File: src/rtl/write_en_pkg.sv
// Shared constants, state encoding and request-mask helper for the
// write-enable sequencer.
package write_en_pkg;

   localparam logic MODE_SINGLE = 1'b0;
   localparam logic MODE_MASK   = 1'b1;

   localparam int IDX_PC = 0;
   localparam int IDX_DR = 1;
   localparam int IDX_R1 = 2;

   // Widest destination set the mask helper can represent.
   localparam int MAX_DEST = 32;

   typedef enum logic {
      ST_IDLE  = 1'b0,
      ST_ISSUE = 1'b1
   } seq_state_t;

   // Single-destination mask; all-zero when the index is out of range,
   // so a zero result marks the request invalid.
   function automatic logic [MAX_DEST-1:0] single_mask(input logic [31:0] sel,
                                                       input int          num_dest);
      logic [MAX_DEST-1:0] m;
      m = '0;
      if (sel < 32'(num_dest)) begin
         m[sel[4:0]] = 1'b1;
      end
      return m;
   endfunction

endpackage

File: src/rtl/lowbit_pick.sv
// Combinational priority picker: isolates the lowest set bit of a mask,
// reports its index and the mask with that bit removed.
module lowbit_pick #(
   parameter int W     = 7,
   parameter int IDX_W = 3
) (
   input  logic [W-1:0]     mask,
   output logic [W-1:0]     onehot,
   output logic [IDX_W-1:0] idx,
   output logic [W-1:0]     rest,
   output logic             any
);

   always_comb begin
      onehot = '0;
      idx    = '0;
      any    = 1'b0;
      for (int i = 0; i < W; i++) begin
         if (mask[i] && !any) begin
            onehot[i] = 1'b1;
            idx       = IDX_W'(i);
            any       = 1'b1;
         end
      end
      rest = mask & ~onehot;
   end

endmodule

File: src/rtl/write_en_sequencer.sv
// Registered write-enable sequencer: accepts a single-index or mask request
// and issues one-hot write enables in ascending index order.
//
// state    | meaning
// ---------+------------------------------------------------------------
// ST_IDLE  | pending == 0, request can be accepted (unless flush/reset)
// ST_ISSUE | pending != 0, one destination issued per cycle
module write_en_sequencer
   import write_en_pkg::*;
#(
   parameter int NUM_DEST = 7,
   parameter int SEL_W    = 3,
   parameter int DATA_W   = 8,
   parameter int CNT_W    = 16
) (
   input  logic                clk,
   input  logic                reset,
   input  logic                flush,
   input  logic                req_valid,
   output logic                req_ready,
   input  logic                req_mode,
   input  logic [SEL_W-1:0]    req_sel,
   input  logic [NUM_DEST-1:0] req_mask,
   input  logic [DATA_W-1:0]   req_data,
   output logic [NUM_DEST-1:0] wr_en,
   output logic [SEL_W-1:0]    wr_idx,
   output logic [DATA_W-1:0]   wr_data,
   output logic                done,
   output logic                err,
   output logic                busy,
   output logic [CNT_W-1:0]    wr_count
);

   localparam logic [CNT_W-1:0] CNT_MAX = '1;

   logic [NUM_DEST-1:0] pending;
   logic [NUM_DEST-1:0] req_mask_eff;
   seq_state_t          state;

   logic [NUM_DEST-1:0] acc_onehot, acc_rest;
   logic [SEL_W-1:0]    acc_idx;
   logic                acc_any;

   logic [NUM_DEST-1:0] iss_onehot, iss_rest;
   logic [SEL_W-1:0]    iss_idx;
   logic                iss_any;

   logic                issue_fire;

   always_comb begin
      req_mask_eff = req_mask;
      if (req_mode == MODE_SINGLE) begin
         req_mask_eff = NUM_DEST'(single_mask(32'(req_sel), NUM_DEST));
      end
   end

   lowbit_pick #(.W(NUM_DEST), .IDX_W(SEL_W)) u_pick_accept (
      .mask   (req_mask_eff),
      .onehot (acc_onehot),
      .idx    (acc_idx),
      .rest   (acc_rest),
      .any    (acc_any)
   );

   lowbit_pick #(.W(NUM_DEST), .IDX_W(SEL_W)) u_pick_issue (
      .mask   (pending),
      .onehot (iss_onehot),
      .idx    (iss_idx),
      .rest   (iss_rest),
      .any    (iss_any)
   );

   assign state     = (pending != '0) ? ST_ISSUE : ST_IDLE;
   assign req_ready = !reset && !flush && (state == ST_IDLE);
   assign busy      = (pending != '0) || (wr_en != '0);

   // True on edges that load a nonzero wr_en; drives the write counter.
   always_comb begin
      issue_fire = 1'b0;
      if (!flush) begin
         if (state == ST_ISSUE) begin
            issue_fire = iss_any;
         end else begin
            issue_fire = req_valid && acc_any;
         end
      end
   end

   always_ff @(posedge clk) begin
      if (reset) begin
         pending  <= '0;
         wr_en    <= '0;
         wr_idx   <= '0;
         wr_data  <= '0;
         done     <= 1'b0;
         err      <= 1'b0;
         wr_count <= '0;
      end else begin
         wr_en <= '0;
         done  <= 1'b0;
         err   <= 1'b0;

         if (flush) begin
            pending <= '0;
         end else begin
            unique case (state)
               ST_ISSUE: begin
                  wr_en   <= iss_onehot;
                  wr_idx  <= iss_idx;
                  pending <= iss_rest;
                  done    <= (iss_rest == '0);
               end
               ST_IDLE: begin
                  if (req_valid) begin
                     if (acc_any) begin
                        wr_en   <= acc_onehot;
                        wr_idx  <= acc_idx;
                        wr_data <= req_data;
                        pending <= acc_rest;
                        done    <= (acc_rest == '0);
                     end else begin
                        err <= 1'b1;
                     end
                  end
               end
               default: pending <= '0;
            endcase
         end

         if (issue_fire && (wr_count != CNT_MAX)) begin
            wr_count <= wr_count + 1'b1;
         end
      end
   end

endmodule

File: config.mk
export PLATFORM = sky130hd
export DESIGN_NAME = write_en_sequencer
export DESIGN_NICKNAME = d
export VERILOG_FILES = /design/src/rtl/write_en_pkg.sv /design/src/rtl/lowbit_pick.sv /design/src/rtl/write_en_sequencer.sv
export SDC_FILE = /design/constraint.sdc
export NUM_CORES = 1
export LEC_CHECK = 0
export ABC_AREA = 1
export CORE_ASPECT_RATIO = 1.2
export CORE_MARGIN = 2
export CORE_UTILIZATION = 50
export CTS_BUF_LIST = sky130_fd_sc_hd__clkbuf_4
export CTS_CLUSTER_SIZE = 25
export DETAILED_ROUTE_END_ITERATION = 10
export PLACE_DENSITY_LB_ADDON = 0.1
export SLEW_MARGIN = 40
export SYNTH_ARGS = -nofsm -noshare
export SYNTH_HDL_FRONTEND = slang
export SYNTH_SLANG_ARGS = --single-unit
export TNS_END_PERCENT = 10
File: constraint.sdc
create_clock -name clk -period 2.2 [get_ports clk]
set_input_delay 0.44 -clock clk [delete_from_list [all_inputs] [get_ports clk]]
set_output_delay 0.44 -clock clk [all_outputs]
set_load 0.005 [all_outputs]
==> metrics <==
status=finished, final reports clean; Congestion Overflow GR=0; Final Skew=0.01616 ns; post-DR vias/cell=5.151; initial antenna violation count=0; DR pass1 iterations=4; final-layout fill cell count=416; crit path launch type=flop; EDFF count, synth=0; hold path start=wr_data[5]$_SDFFE_PP0P_; Crit Path Category=flop to output port; gr usage total=24.60%; sequential area share after synthesis=35.94%; cell area after synthesis=2340 µm²; post-route ant nets=0; synth top area cells=dfxtp_1, nand2_1, a21oi_1, inv_1, nand4_1; CTS Hold Bufs=0; Worst-path clk slew=0.14 ns; fin crit period=2.119 ns; syn avg cell area=6.922 µm²; Worst Hold Class=flop to flop; Required @ worst endpoint=1.76 ns; fin crit share=96.31%; Final Wtd Congestion=0.8893; DR WL/cell=12.57 µm; actual slew at the worst max-slew pin=0.4096 ns; core area=4561 µm²; vias in the first global route=2374; f_max=472.0 MHz; largest net degree at the start of global routing=27; peak supply drop=429.0 µV; n_diodes=0; Final Cell Area=3304 µm²; DR DRC count=0; die width=66.45 µm; largest area contributor in the netlist=dfxtp_1; crit end category=output port; Cell Rows=27; share of the synthesized area in the top cell type=35.94%; Initial DRC Count=123; clock tree buffer depth=2; Yosys warnings=0; FF-to-FF path depth=13; CP arrival=1.68 ns; Root Driver=clkbuf_4; placed cell area=3218 µm²; Yosys reg bits=42; Routed WL=6149 µm; Synth cell types=37; Max Cap Viol=0; Area growth syn-to-layout=41.23%; Final HPWL DP=4781 µm; Initial Util=51.30%; H-tree depth=2; Pwr per Cell Area=481.6 nW/µm²; dominant synthesized flop cell=dfxtp_1; Worst R2R Setup Slack=0.16 ns; endpoints failing setup=0; RSZ-0062 raised after global routing=yes; hold depth=2; CTS sink cnt=42; leakage=1.366 nW; Syn Inst Count=338; layout cells sized above 1=16.24%; first-pass GRT wire length=10210 µm; Clock Latency Late Sink=0.36 ns; DIE AREA=5245 µm²; Post-Layout Cell Count=489; origin of the critical flop-to-flop path=pending[2]$_SDFFE_PP0P_; TritonCTS clock tree=built; Slew HR=72.49%; Port Buffers=60; boundary pin count=61; Commonest cells post-synth=nand2_1, dfxtp_1, inv_1, a21oi_1, nor2_1; FFs w/ async S/R, synth=0%; count leader, synth=nand2_1; hold endpoint=wr_data[5]$_SDFFE_PP0P_; count of pins over their slew limit=0; Net Count, Synth=362; reg2reg end=pending[1]$_SDFFE_PP0P_; cts bufs inserted=5; routed vias=2519; Placed Cells incl. Taps=480; Die Y=78.94 µm; Final Hold Vio Count=0; crit-path max FO=2; Final #Nets=454
-- state kept, by name, indices dropped and copies added (netlist names) --
name	flops
wr_idx	3
wr_data	8
pending	6
done	1
wr_count	16
wr_en	7
err	1
-- cells by family (layout without fill, tap and decap cells) --
kind of cell | count (synthesis) | count (layout) | share of synthesized area [%]
flip-flops | 42 | 42 | 35.94
adder cells (fa/ha/maj) | 1 | 1 | 0.5347
buffers and inverters | 48 | 141 | 8.930
AND/OR/NAND/NOR | 187 | 187 | 38.40
XOR/XNOR | 13 | 13 | 4.866
AO/OA/AOI/OAI | 47 | 47 | 11.34
-- metrics by stage --
step / setup WS, ns / util [%] / TNS [ns] / power (mW) / hold slack, ns
2_1_floorplan: 0.3025 / - / 0 / 1.006 / 0.4574
3_3_place_gp: -0.3094 / 70.56 / -8.883 / 1.197 / 0.4483
3_5_place_dp: -0.3529 / 70.56 / -10.84 / 1.202 / 0.4536
4_1_cts: -0.04227 / 72.15 / -0.04227 / 1.598 / 0.4735
5_1_grt: -0.03464 / 72.46 / -0.04300 / 1.670 / 0.4940
6_report: 0.08116 / 72.46 / 0 / 1.591 / 0.4711
-- routing by layer --
layer	up-vias	global-route usage (%)	share of wire, %
met3	12	3.683	3.2
li1	1298	-	-
met1	1155	26.20	40
met2	54	47.60	55
met5	-	0	0
met4	0	8.571	2.0
-- cell usage in the layout, fill, tap and decap left out, types with 2 or more instances in the layout --
cell type and instances:
a21boi_0 2, a21oi_1 32, buf_4 34, clkbuf_4 5, clkdlybuf4s50_1 57, clkinvlp_4 2
dfxtp_1 40, dfxtp_2 2, inv_1 35, nand2_1 79, nand2_2 4, nand3_1 26
nand3b_1 2, nand4_1 21, nor2_1 29, nor2_2 5, nor2_4 3, nor3_1 7
nor4_1 3, o21ai_0 7, xnor2_1 4, xor2_1 9
-- final cells by class --
class	instances	area (µm²)	share of cell area [%]
clock buffer	5	37.54	1.136
clock inverter	3	23.77	0.7194
inverter	37	138.9	4.203
multi-input combinational	248	1309	39.61
sequential	42	843.3	25.52
tap	58	72.57	2.196
timing repair buffer	96	879.6	26.62
-- worst max-delay path, stage by stage, from the launching register on --
cell and delay, ns:
dfxtp_2 0.36, nor2_4 0.11, nand2_2 0.08, nor2_4 0.10, inv_2 0.04, or2_4 0.24, nor2_4 0.09, buf_4 0.12
nand3_1 0.05, buf_2 0.13
-- worst max path at each step --
| stage | from | end | slack [ns] | cells after the start |
|---|---|---|---|---|
| after floorplan | req_mode | wr_count[10]$_SDFFE_PP0P_ | 0.30 | 13 |
| after global placement | req_mode | wr_count[12]$_SDFFE_PP0P_ | -0.31 | 15 |
| after detailed placement | req_mode | wr_count[12]$_SDFFE_PP0P_ | -0.35 | 15 |
| after CTS | pending[1]$_SDFFE_PP0P_ | req_ready | -0.04 | 9 |
| after global routing | pending[2]$_SDFFE_PP0P_ | busy | -0.03 | 9 |
| final | pending[2]$_SDFFE_PP0P_ | busy | 0.08 | 9 |
-- where the power goes --
part           total (mW)  leakage, nW  internal [mW]  switching [mW]
logic               0.388        0.997          0.195           0.193
clock network       0.404       0.0278          0.128           0.276
registers           0.799        0.341          0.783          0.0166
total                1.59         1.37           1.11           0.485
-- what timing repair did --
item,CTS,global route
setup buffers,1,0
resized for setup,8,7
setup endpoints to repair,2,32
pin swaps,2,3
Power figures use the tool's default switching activity.
==> RTL edit 1 (same flow settings) <==
Set the parameter `CNT_W` to 18 (it was 16).
--- a/src/rtl/write_en_sequencer.sv
+++ b/src/rtl/write_en_sequencer.sv
@@ -13,3 +13,3 @@
    parameter int DATA_W   = 8,
-   parameter int CNT_W    = 16
+   parameter int CNT_W    = 18
 ) (
Interface: changed (resized wr_count); port bits go from 61 to 63. No check against the original RTL was run, so the function may have changed too.
==> RTL edit 1 against the unedited design <==
- routed wire length increased by 11%
- non-clock buffer count increased by 5
- worst setup slack about the same
- sequential cell count increased by 2
- area after synthesis increased by 9.6%
- total power increased by 12%
- first-iteration DRC count increased by 25%
- fmax about the same
- final area increased by 8.2%
- hold slack improved by 0.039 ns
- global-route usage decreased by 0.52 points
- synthesized cell count increased by 11%
- largest power group unchanged
- highest routed layer unchanged
==> RTL edit 1: results <==
[status]
run_status = finished, final reports clean

[timing]
slew_headroom_pct = 70.4
fmax_mhz = 472
skew_ns = 0.00948

[min_path]
hold_path_end = pending[3]$_SDFFE_PP0P_
min-delay-start = pending[3]$_SDFFE_PP0P_

[cells_and_area]
drive_gt1_share_pct = 15.0
reg.largest.list = wr_count (18), wr_data (8), wr_en (7)
nFillCells = 438
largest_register_ffs = 18
fin_nets = 496
n_antenna_cell = 0

[placement]
numPlacedInstances = 520
portBuffers = 62
pre_cts_ws_ns = -0.345
globalplace.congestion = 0.940
dp_hpwl_um = 5230

[logic_synthesis]
synthTopCellsByCount = 90 x nand2_1, 49 x inv_1, 49 x nor2_1
synthTopCellsByArea = dfxtp_1 34%, nand2_1 13%, inv_1 7.2%
syn_inst = 376
ys_types = 39
yosysSeqAreaShare_pct = 34.3
syn_nets = 400
synth_edf_count = 0

[drt]
vias = 2721
wirelength_um = 6800
drtIter0Drc = 154
vias_per_cell = 5.11

[pwr]
switching_power_mw = 0.511
leakagePower_nw = 1.55
ir_worst_vdd_mv = 0.485

[setup_path]
r2r-start = pending[1]$_SDFFE_PP0P_
r2r_end = wr_data[3]$_SDFFE_PP0P_
crit_path_max_incr_delay_ns = 0.36
r2r_slack_ns = 0.27
path_max_fanout = 3
path_delay_family = simple AND/OR/NAND/NOR gates

[global_routing]
grt_pass1_wl_um = 11200
grt_usage_pct = 24.1
grt_pass1_vias = 2612
grt_start_max_net_pins = 20

[cts]
cts_buffers = 5
clkTransAtPathRegs_ns = 0.14
## RTL edit 1: per-stage QoR
step                hold slack [ns]  cell area [um2]  total power, mW  setup TNS [ns]  utilization [%]
global route                  0.548             3570             1.87         -0.0233             72.4
CTS                           0.506             3580             1.80               0             72.4
finish                        0.511             3570             1.79               0             72.4
floorplan                     0.465             2560             1.07               0                -
detailed placement            0.487             3450             1.28          -10.24             69.9
global placement              0.485             3450             1.27           -9.38             69.9
## RTL edit 1: worst max-delay path by stage
stage                                  from                        end  depth (start not counted)
finish              pending[1]$_SDFFE_PP0P_                  req_ready                          8
global route        pending[1]$_SDFFE_PP0P_                  req_ready                          8
CTS                 pending[1]$_SDFFE_PP0P_                  req_ready                          8
detailed placement                 req_mode  wr_count[17]$_SDFFE_PP0P_                         12
global placement                   req_mode   wr_count[0]$_SDFFE_PP0P_                         13
floorplan                          req_mode   wr_count[1]$_SDFFE_PP0P_                         13
## RTL edit 1: kinds of logic (layout without fill, tap and decap cells)
logic type	count (synthesis)	in the layout	share of synthesized area, %
buf+inv	63	160	10.5
compound gates	40	40	9.12
xor+xnor	16	16	5.46
flops	44	44	34.3
simple gates	212	212	40.0
fa+ha+maj	1	1	0.488
## RTL edit 1: what timing repair did
action,4_1_cts,5_1_grt
pin swaps,3,0
endpoints found under the setup margin,2,26
setup buffers,5,0
hold buffers,0,0
gates cloned,0,0
resized for setup,6,3
## RTL edit 1: area by class of cell
class	count	area [um2]	share of cell area (%)
multi-input combinational	269	1420	39.7
timing repair buffer	101	923	25.8
sequential	44	883	24.7
inverter	51	194	5.43
tap	60	75.1	2.10
clock inverter	3	42.5	1.19
clock buffer	5	37.5	1.05
## RTL edit 1: power by group through the flow
stage / clock (mW) / combinational, mW / sequential (mW)
2_1_floorplan: 0 / 0.217 / 0.858
3_3_place_gp: 0 / 0.414 / 0.856
3_5_place_dp: 0 / 0.422 / 0.857
4_1_cts: 0.528 / 0.433 / 0.839
5_1_grt: 0.551 / 0.476 / 0.843
6_report: 0.518 / 0.429 / 0.839
## RTL edit 1: per-layer routing
layer	wire length, um	vias to the layer above	global-route usage, %	share of wire (%)
li1	-	1405	-	-
met1	2660	1258	25.8	39
met2	3820	52	49.3	56
met3	237	6	3.40	3.5
met4	77	0	6.67	1.1
met5	0	-	0	0
## RTL edit 1: tightest hold or removal path: cells and delay by family (launching register included)
| family | cells | cell delay (ns) |
|---|---|---|
| compound gates | 1 | 0.06 |
| simple gates | 1 | 0.08 |
| flops | 1 | 0.34 |
==> RTL edit 2 (config.mk and constraints unchanged) <==
Without the edit above. Put one more register stage on the output `wr_count`, with the module's reset. The value now appears one clock later. The other outputs are not delayed to match.
--- a/src/rtl/write_en_sequencer.sv
+++ b/src/rtl/write_en_sequencer.sv
@@ -34,2 +34,4 @@
    localparam logic [CNT_W-1:0] CNT_MAX = '1;
+
+   logic [CNT_W-1:0] wr_count_s0;
 
@@ -96,3 +98,3 @@
          err      <= 1'b0;
-         wr_count <= '0;
+         wr_count_s0 <= '0;
       end else begin
@@ -129,5 +131,13 @@
 
-         if (issue_fire && (wr_count != CNT_MAX)) begin
-            wr_count <= wr_count + 1'b1;
+         if (issue_fire && (wr_count_s0 != CNT_MAX)) begin
+            wr_count_s0 <= wr_count_s0 + 1'b1;
          end
+      end
+   end
+
+   always_ff @(posedge clk) begin
+      if (reset) begin
+         wr_count <= '0;
+      end else begin
+         wr_count <= wr_count_s0;
       end
Behaviour: not the same (a bounded check fails within 4 cycles, from zero or initial values and one cycle with reset high).
==> RTL edit 2 against the unedited design <==
- total power up 44%
- routed wire length up 11%
- utilization down 3.0 points
- area after synthesis up 25%
- cell count up 12%
- sequential cell count up 16
- worst setup slack better by 0.038 ns
- largest power group unchanged
- final area up 19%
- hold slack better by 0.018 ns
- critical endpoint is now req_ready
==> RTL edit 2: results <==
[logic_synthesis]
synthAdderAreaFrac_pct = 0.428
syn_nets = 397
synthTopCellsByArea = dfxtp_1 40%, nor2_1 7.3%, nand2_1 5.8%
yosysSeqAreaShare_pct = 39.7
ys_ff_latch = 58
synth_compound_area_share_pct = 9.72
synthTopCellsByCount = 58 x dfxtp_1, 57 x nor2_1, 45 x nand2_1
syn_inst = 373

[drt]
dr_wl_met3_um = 294
drtIter0Drc = 124
vias_per_cell = 5.06
avgRoutedWirePerCell_um = 12.5
wl_met2_um = 3630
wl_met1_um = 2770

[min_path]
min-delay-start = wr_count_s0[3]$_SDFFE_PP0P_
hold_path_end = wr_count_s0[3]$_SDFFE_PP0P_

[setup_path]
slowest_stage = dfxtp_4
r2r_end = wr_count_s0[15]$_SDFFE_PP0P_
worst_ep_arrival_time_ns = 1.64
path_max_fanout = 6
crit_path_end = req_ready
crit_path_max_incr_delay_ns = 0.38
r2r-start = pending[1]$_SDFFE_PP0P_
r2r_slack_ns = 0.43

[cells_and_area]
ff_latch_area_mm2 = 0.00117
drive_gt1_share_pct = 21.6
nonClkBufAreaFrac_pct = 22.0
n_all_buffers = 92
nFillCells = 476
stdcell_count = 548
multi_input_comb_cells = 260
nNonClkInverters = 43
reg.largest.list = wr_count (16), wr_count_s0 (16), wr_data (8)
clock_tree_area_fraction_pct = 3.08
multi_input_area_share_pct = 38.5

[pwr]
pg_comb_mw = 0.465
leakagePower_nw = 1.55
power_sequential_mw = 1.10
ir_worst_vdd_mv = 0.499

[global_routing]
grt_usage_pct = 23.3
met2_usage_pct = 41.5
grt_pass1_vias = 2729
grt_start_max_net_pins = 40
met1_usage_pct = 25.9
met3_usage_pct = 5.29

[cts]
htreeDepth = 3
clkTransAtPathRegs_ns = 0.10
postCtsSetupBuffers = 0
cts_buffers = 9

[placement]
numPlacedInstances = 533
dp_hpwl_um = 5300
globalplace.congestion = 0.871

[status]
run_status = finished, final reports clean

[timing]
worst_slew_pin_slew_ns = 0.429
[RTL edit 2: per-stage QoR]
stage	area, um2	worst slack, ns	hold WS, ns	util, %
floorplan	2920	0.441	0.453	-
global placement	3810	-0.134	0.475	67.2
detailed placement	3810	-0.151	0.476	67.2
CTS	3930	-0.116	0.490	69.3
global route	3940	0.0272	0.512	69.4
finish	3940	0.120	0.490	69.4
[RTL edit 2: worst reg2reg max path, cell delays in order (launching register included)]
cell	delay, ns
dfxtp_4	0.38
nor3_4	0.21
nand2_2	0.10
nor2_4	0.12
nand2_4	0.09
inv_4	0.06
buf_4	0.18
nand3_4	0.11
nand4_4	0.13
buf_12	0.15
nand2_2	0.05
a21oi_2	0.12
[RTL edit 2: what timing repair did]
action                     4_1_cts  5_1_grt
setup endpoints to repair        2        1
pin swaps                        1        1
gates resized for setup          4        2
